==> config.mk <==
export PLATFORM = sky130hd
export DESIGN_NAME = tabla_sweep_ctrl_flat
export DESIGN_NICKNAME = d
export VERILOG_FILES = /design/src/rtl/tabla_sweep_ctrl_if.sv /design/src/rtl/tabla_sweep_ctrl.sv /design/src/flat_wrapper.sv
export SDC_FILE = /design/constraint.sdc
export NUM_CORES = 1
export LEC_CHECK = 0
export ABC_AREA = 0
export CORE_MARGIN = 8
export CORE_UTILIZATION = 51
export DETAILED_ROUTE_END_ITERATION = 7
export PLACE_DENSITY_LB_ADDON = 0.05
export SETUP_SLACK_MARGIN = 0.5
export SLEW_MARGIN = 10
export SYNTH_ARGS = -nofsm -noshare
export SYNTH_HDL_FRONTEND = slang
export SYNTH_SLANG_ARGS = --single-unit
export TNS_END_PERCENT = 50
==> constraint.sdc <==
create_clock -name clk -period 2.5 [get_ports clk]
set_input_delay 0.625 -clock clk [delete_from_list [all_inputs] [get_ports clk]]
set_output_delay 0.625 -clock clk [all_outputs]
set_load 0.01 [all_outputs]
==> src/rtl/tabla_sweep_ctrl_if.sv <==
// Bus between the sweep sequencer and its user: control, function-block drive/sense, result.
// The slave modport is the sequencer's view; master is the view of whoever drives start.
interface tabla_sweep_ctrl_if #(
    parameter int unsigned N_IN = 3
) ();
    localparam int unsigned ROWS = 1 << N_IN;

    logic              start;
    logic [N_IN-1:0]   abc;
    logic              y;
    logic              busy;
    logic              done;
    logic [ROWS-1:0]   result;
    logic [ROWS-1:0]   expected;
    logic              mismatch;
    logic [N_IN-1:0]   err_row;

    modport slave (
        input  start,
        input  y,
        input  expected,
        output abc,
        output busy,
        output done,
        output result,
        output mismatch,
        output err_row
    );

    modport master (
        output start,
        output y,
        output expected,
        input  abc,
        input  busy,
        input  done,
        input  result,
        input  mismatch,
        input  err_row
    );
endinterface

==> src/rtl/tabla_sweep_ctrl.sv <==
// Walks a truth-table block through every row, captures y per row into result.
// Define TABLA_SWEEP_COMPARE_EN to build the result-vs-expected compare (mismatch/err_row).
module tabla_sweep_ctrl #(
    parameter int unsigned N_IN   = 3,
    parameter int unsigned SETTLE = 1
) (
    input logic               clk,
    input logic               reset,
    tabla_sweep_ctrl_if.slave bus
);
    localparam int unsigned   ROWS     = 1 << N_IN;
    localparam logic [N_IN:0] ROW_LAST = (N_IN + 1)'(ROWS - 1);
    localparam logic [3:0]    SETTLE_W = 4'(SETTLE);

    typedef enum logic [1:0] {StIdle, StDrive, StSample, StFinish} state_e;

    state_e          state_q, state_d;
    logic [N_IN:0]   row_q, row_d;
    logic [3:0]      settle_q, settle_d;
    logic [ROWS-1:0] result_q, result_d;
    logic            cmp_clear;
    logic            cmp_load;

    always_ff @(posedge clk) begin
        if (reset) begin
            state_q  <= StIdle;
            row_q    <= '0;
            settle_q <= '0;
            result_q <= '0;
        end else begin
            state_q  <= state_d;
            row_q    <= row_d;
            settle_q <= settle_d;
            result_q <= result_d;
        end
    end

    always_comb begin
        state_d   = state_q;
        row_d     = row_q;
        settle_d  = settle_q;
        result_d  = result_q;
        cmp_clear = 1'b0;
        cmp_load  = 1'b0;
        unique case (state_q)
            StIdle: begin
                if (bus.start) begin
                    state_d   = StDrive;
                    row_d     = '0;
                    settle_d  = SETTLE_W;
                    result_d  = '0;
                    cmp_clear = 1'b1;
                end
            end
            StDrive: begin
                settle_d = settle_q - 4'd1;
                // <= guards against a zero count ever stalling the sweep
                if (settle_q <= 4'd1) begin
                    state_d = StSample;
                end
            end
            StSample: begin
                result_d[row_q[N_IN-1:0]] = bus.y;
                if (row_q == ROW_LAST) begin
                    state_d  = StFinish;
                    cmp_load = 1'b1;
                end else begin
                    row_d    = row_q + (N_IN + 1)'(1);
                    settle_d = SETTLE_W;
                    state_d  = StDrive;
                end
            end
            StFinish: begin
                state_d = StIdle;
            end
            default: begin
                state_d = StIdle;
            end
        endcase
    end

    assign bus.busy   = (state_q == StDrive) || (state_q == StSample);
    assign bus.done   = (state_q == StFinish);
    assign bus.abc    = bus.busy ? row_q[N_IN-1:0] : '0;
    assign bus.result = result_q;

`ifdef TABLA_SWEEP_COMPARE_EN
    logic [ROWS-1:0] diff;
    logic [N_IN-1:0] err_row_d;
    logic            mismatch_q;
    logic [N_IN-1:0] err_row_q;

    // Compare against result_d so the last captured row counts and the outputs are valid in FINISH
    assign diff = result_d ^ bus.expected;

    always_comb begin
        err_row_d = '0;
        for (int r = int'(ROWS) - 1; r >= 0; r--) begin
            if (diff[r]) begin
                err_row_d = N_IN'(r);
            end
        end
    end

    always_ff @(posedge clk) begin
        if (reset || cmp_clear) begin
            mismatch_q <= 1'b0;
            err_row_q  <= '0;
        end else if (cmp_load) begin
            mismatch_q <= |diff;
            err_row_q  <= err_row_d;
        end
    end

    assign bus.mismatch = mismatch_q;
    assign bus.err_row  = err_row_q;
`else
    logic unused_cmp;
    assign unused_cmp   = ^{bus.expected, cmp_clear, cmp_load};
    assign bus.mismatch = 1'b0;
    assign bus.err_row  = '0;
`endif
endmodule
==> src/flat_wrapper.sv <==
// flat-port wrapper written by rule: the top's interface ports become plain ports
module tabla_sweep_ctrl_flat 
#(
    parameter int unsigned N_IN   = 3,
    parameter int unsigned SETTLE = 1
)
  (clk, reset, bus_start, bus_y, bus_expected, bus_abc, bus_busy, bus_done, bus_result, bus_mismatch, bus_err_row);
  tabla_sweep_ctrl_if #(.N_IN(N_IN)) bus_i ();
  input logic clk;
  input logic reset;
  input wire logic [$bits(bus_i.start)-1:0] bus_start;
  input wire logic [$bits(bus_i.y)-1:0] bus_y;
  input wire logic [$bits(bus_i.expected)-1:0] bus_expected;
  output wire logic [$bits(bus_i.abc)-1:0] bus_abc;
  output wire logic [$bits(bus_i.busy)-1:0] bus_busy;
  output wire logic [$bits(bus_i.done)-1:0] bus_done;
  output wire logic [$bits(bus_i.result)-1:0] bus_result;
  output wire logic [$bits(bus_i.mismatch)-1:0] bus_mismatch;
  output wire logic [$bits(bus_i.err_row)-1:0] bus_err_row;
  assign bus_i.start = bus_start;
  assign bus_i.y = bus_y;
  assign bus_i.expected = bus_expected;
  assign bus_abc = bus_i.abc;
  assign bus_busy = bus_i.busy;
  assign bus_done = bus_i.done;
  assign bus_result = bus_i.result;
  assign bus_mismatch = bus_i.mismatch;
  assign bus_err_row = bus_i.err_row;
  tabla_sweep_ctrl #(.N_IN(N_IN), .SETTLE(SETTLE)) u_core (.clk(clk), .reset(reset), .bus(bus_i));
endmodule
==> flow_metrics.env <==
export IMPL_leakage_uw=0.000465
export IMPL_criticalPathCategory="flip-flop to primary output"
export IMPL_syn_inst=126
export IMPL_diodes=0
export IMPL_port_buffer_count=16
export IMPL_area_sequential_um2=365
export IMPL_rows=16
export IMPL_hpwl_um=1680
export IMPL_place_area_mm2=0.00122
export IMPL_dp_slack_ps=337
export IMPL_yosysWarnings=0
export IMPL_die_x_um=61.9
export IMPL_met2_usage_pct=19.1
export IMPL_ant_nets=0
export IMPL_multi_input_area_um2=636
export IMPL_worstRegToRegCells=6
export IMPL_die_area_mm2=0.00383
export IMPL_drtIter0Drc=43
export IMPL_nFillCells=173
export IMPL_timing_rr_end="u_core.row_q[3]$_SDFFE_PP0P_"
export IMPL_syn_to_final_growth_pct=18.5
export IMPL_path_delay_family="flip-flops"
export IMPL_wl_um=2350
export IMPL_fin_util_pct=64.2
export IMPL_synthFlopType="dfxtp_1"
export IMPL_start_kind="flip-flop"
export IMPL_firstDrtPassIters=4
export IMPL_cts_sinks=18
export IMPL_synth_distinct_cells=38
export IMPL_busiest_layer="met2"
export IMPL_die_h_um=61.9
export IMPL_grt_pass1_vias=845
export IMPL_cts_clk_slew_worst_paths_ps=100
export IMPL_critPathBufInv=2
export IMPL_crit_required_ps=1880
export IMPL_ff2ff_setup_slack_ps=620
export IMPL_post_route_min_period_ps=1980
export IMPL_grt_use_met1_pct=16.7
export IMPL_drive_above_1_share_pct=14.2
export IMPL_fin_area_mm2=0.00127
export IMPL_cts_root_buf="clkbuf_4"
export IMPL_worstHoldPathCells=1
export IMPL_hold_viol=0
export IMPL_fin_crit_sh_pct=79.2
export IMPL_p_per_area_mw_per_mm2=756
export IMPL_avgViaCountPerCell=5.52
export IMPL_fin_nets=162
export IMPL_slew_headroom_pct=62.5
export IMPL_rsz0062_at_grt="yes"
export IMPL_gr_total_overflow=0
export IMPL_worst_r2r_startpoint="u_core.state_q[1]$_SDFFE_PP0P_"
export IMPL_cts_max_level=1
export IMPL_routedWlPerCell_um=14.0
export IMPL_hold_buffers=0
export IMPL_worstSetupEndpointType="primary output"
export IMPL_cp_cell_sequence="inv_2 > ha_4 > and2_1 > clkdlybuf4s15_1"
export IMPL_yosysSeqAreaShare_pct=33.6
export IMPL_grtUsageTotal_pct=13.0
export IMPL_via_count=927
export IMPL_grtUsageMet3_pct=3.70
export IMPL_cp_slowest_stage_delay_ps=380
export IMPL_holdCritStartpoint="u_core.state_q[1]$_SDFFE_PP0P_"
export IMPL_insertion_delay_ps=290
export IMPL_antenna_found_initial=0
export IMPL_remaining_drc_errors=0
export IMPL_synthesis_area_mm2=0.00107
export IMPL_worstHoldEndpoint="u_core.state_q[1]$_SDFFE_PP0P_"
export IMPL_ir_worst_vdd_mv=0.498
export IMPL_fmax_ghz=0.505
export IMPL_path_max_fanout=4
export IMPL_cp_arrival_ps=1350
export IMPL_status="completed"
export IMPL_yosysMostFrequentCell="dfxtp_1"
export IMPL_drv_cap=0
export IMPL_numCtsBuffers=3
export IMPL_yosysTopAreaCellShare_pct=33.6
export IMPL_ys_async_sr_fraction_pct=0
export IMPL_synth_seq_cells=18
export IMPL_clockBufferDepth=2
export IMPL_globalplace_congestion=0.793
export IMPL_grt_max_degree=20
export IMPL_setup_viol=0
export IMPL_layout_setup_ws_ps=521
export IMPL_netlist_top_cells_count="18 x dfxtp_1, 11 x a21oi_1, 11 x inv_1"
export IMPL_synth_top_area_cell="dfxtp_1"
export IMPL_finalSetupTns_ps=0
export IMPL_slew_viol_final=0
export IMPL_finalClockSkew_ps=6.00
export IMPL_worstMarginPinSlew_ps=562
export IMPL_crit_slowest_cell="dfxtp_2"
export IMPL_avgSynthCellArea_um2=8.52
export IMPL_start_util_pct=54.2
export IMPL_grt_pass1_wl_um=3710
export IMPL_cts_tree="done"
export IMPL_synth_edf_count=0
export IMPL_core_area_mm2=0.00198
export IMPL_ios=29
export IMPL_hold_class="flip-flop to flip-flop"
export IMPL_synth_top_cells_by_area="dfxtp_1 34%, ha_1 8.2%, a21oi_1 5.1%"
## state kept, by name, summed over array words and instances (netlist names)
signal,cells
u_core.bus.result,8
u_core.row_q,4
u_core.settle_q,4
u_core.state_q,2
## worst max-delay path by stage
stage / start / endpoint / cells past startpoint
final: u_core.state_q[0]$_SDFFE_PP0P_ / bus_abc[2] / 4
after floorplan: u_core.state_q[0]$_SDFFE_PP0P_ / u_core.settle_q[2]$_SDFFE_PP0P_ / 7
after global routing: u_core.state_q[1]$_SDFFE_PP0P_ / u_core.bus.result[3]$_SDFFE_PP0P_ / 4
after detailed placement: bus_start / u_core.bus.result[6]$_SDFFE_PP0P_ / 4
after CTS: u_core.state_q[1]$_SDFFE_PP0P_ / bus_abc[1] / 4
after global placement: bus_start / u_core.bus.result[6]$_SDFFE_PP0P_ / 4
## layout by cell type, fill, tap and decap left out, drive strengths merged, types with 5 or more instances in the layout
cell type / count
a21oi: 11
clkbuf: 5
clkdlybuf4s50: 11
dfxtp: 18
ha: 7
inv: 11
nand2b: 7
nand3: 8
nor2: 6
o21ai: 8
## per-layer routing
metal	part of all wire (%)	vias up	routed length, um
met5	0	-	0
li1	-	475	-
met1	49	426	1160
met4	0.77	0	18
met2	42	24	991
met3	7.7	2	180
## per-stage QoR
| step | hold slack [ps] | cells | power [uW] |
|---|---|---|---|
| 6_report | 482 | 168 | 962 |
| 5_1_grt | 508 | 168 | 1040 |
| 4_1_cts | 484 | 167 | 961 |
| 3_5_place_dp | 467 | 163 | 780 |
| 3_3_place_gp | 467 | 163 | 764 |
| 2_1_floorplan | 458 | 129 | 681 |
## where the power goes
group	total, uW	internal, uW	leakage [uW]	switching [uW]
combinational	458	212	0.000305	246
sequential	360	323	0.000147	36.5
clock	144	56.0	0.0000138	88.4
## what timing repair did
action | 4_1_cts | 5_1_grt
gates resized for setup | 7 | 10
endpoints found under the setup margin | 5 | 15
buffers inserted | 1 | 1
## cell type report
class	instances	area share, %
Tap cell	27	2.65
Sequential cell	18	28.7
Inverter	11	3.24
Multi-Input combinational cell	90	50.0
Timing Repair Buffer	19	13.7
Clock buffer	3	1.77
## logic make-up (layout without fill, tap and decap cells)
group	Yosys count	after routing	synth area share, %
and+or+nand+nor	39	39	22.1
AOI/OAI and AO/OA	38	38	23.8
buffers and inverters	21	33	9.67
DFF	18	18	33.6
adders and majority gates	7	7	8.16
muxes	2	2	2.33
other	1	4	0.349
Power figures use the tool's default switching activity.
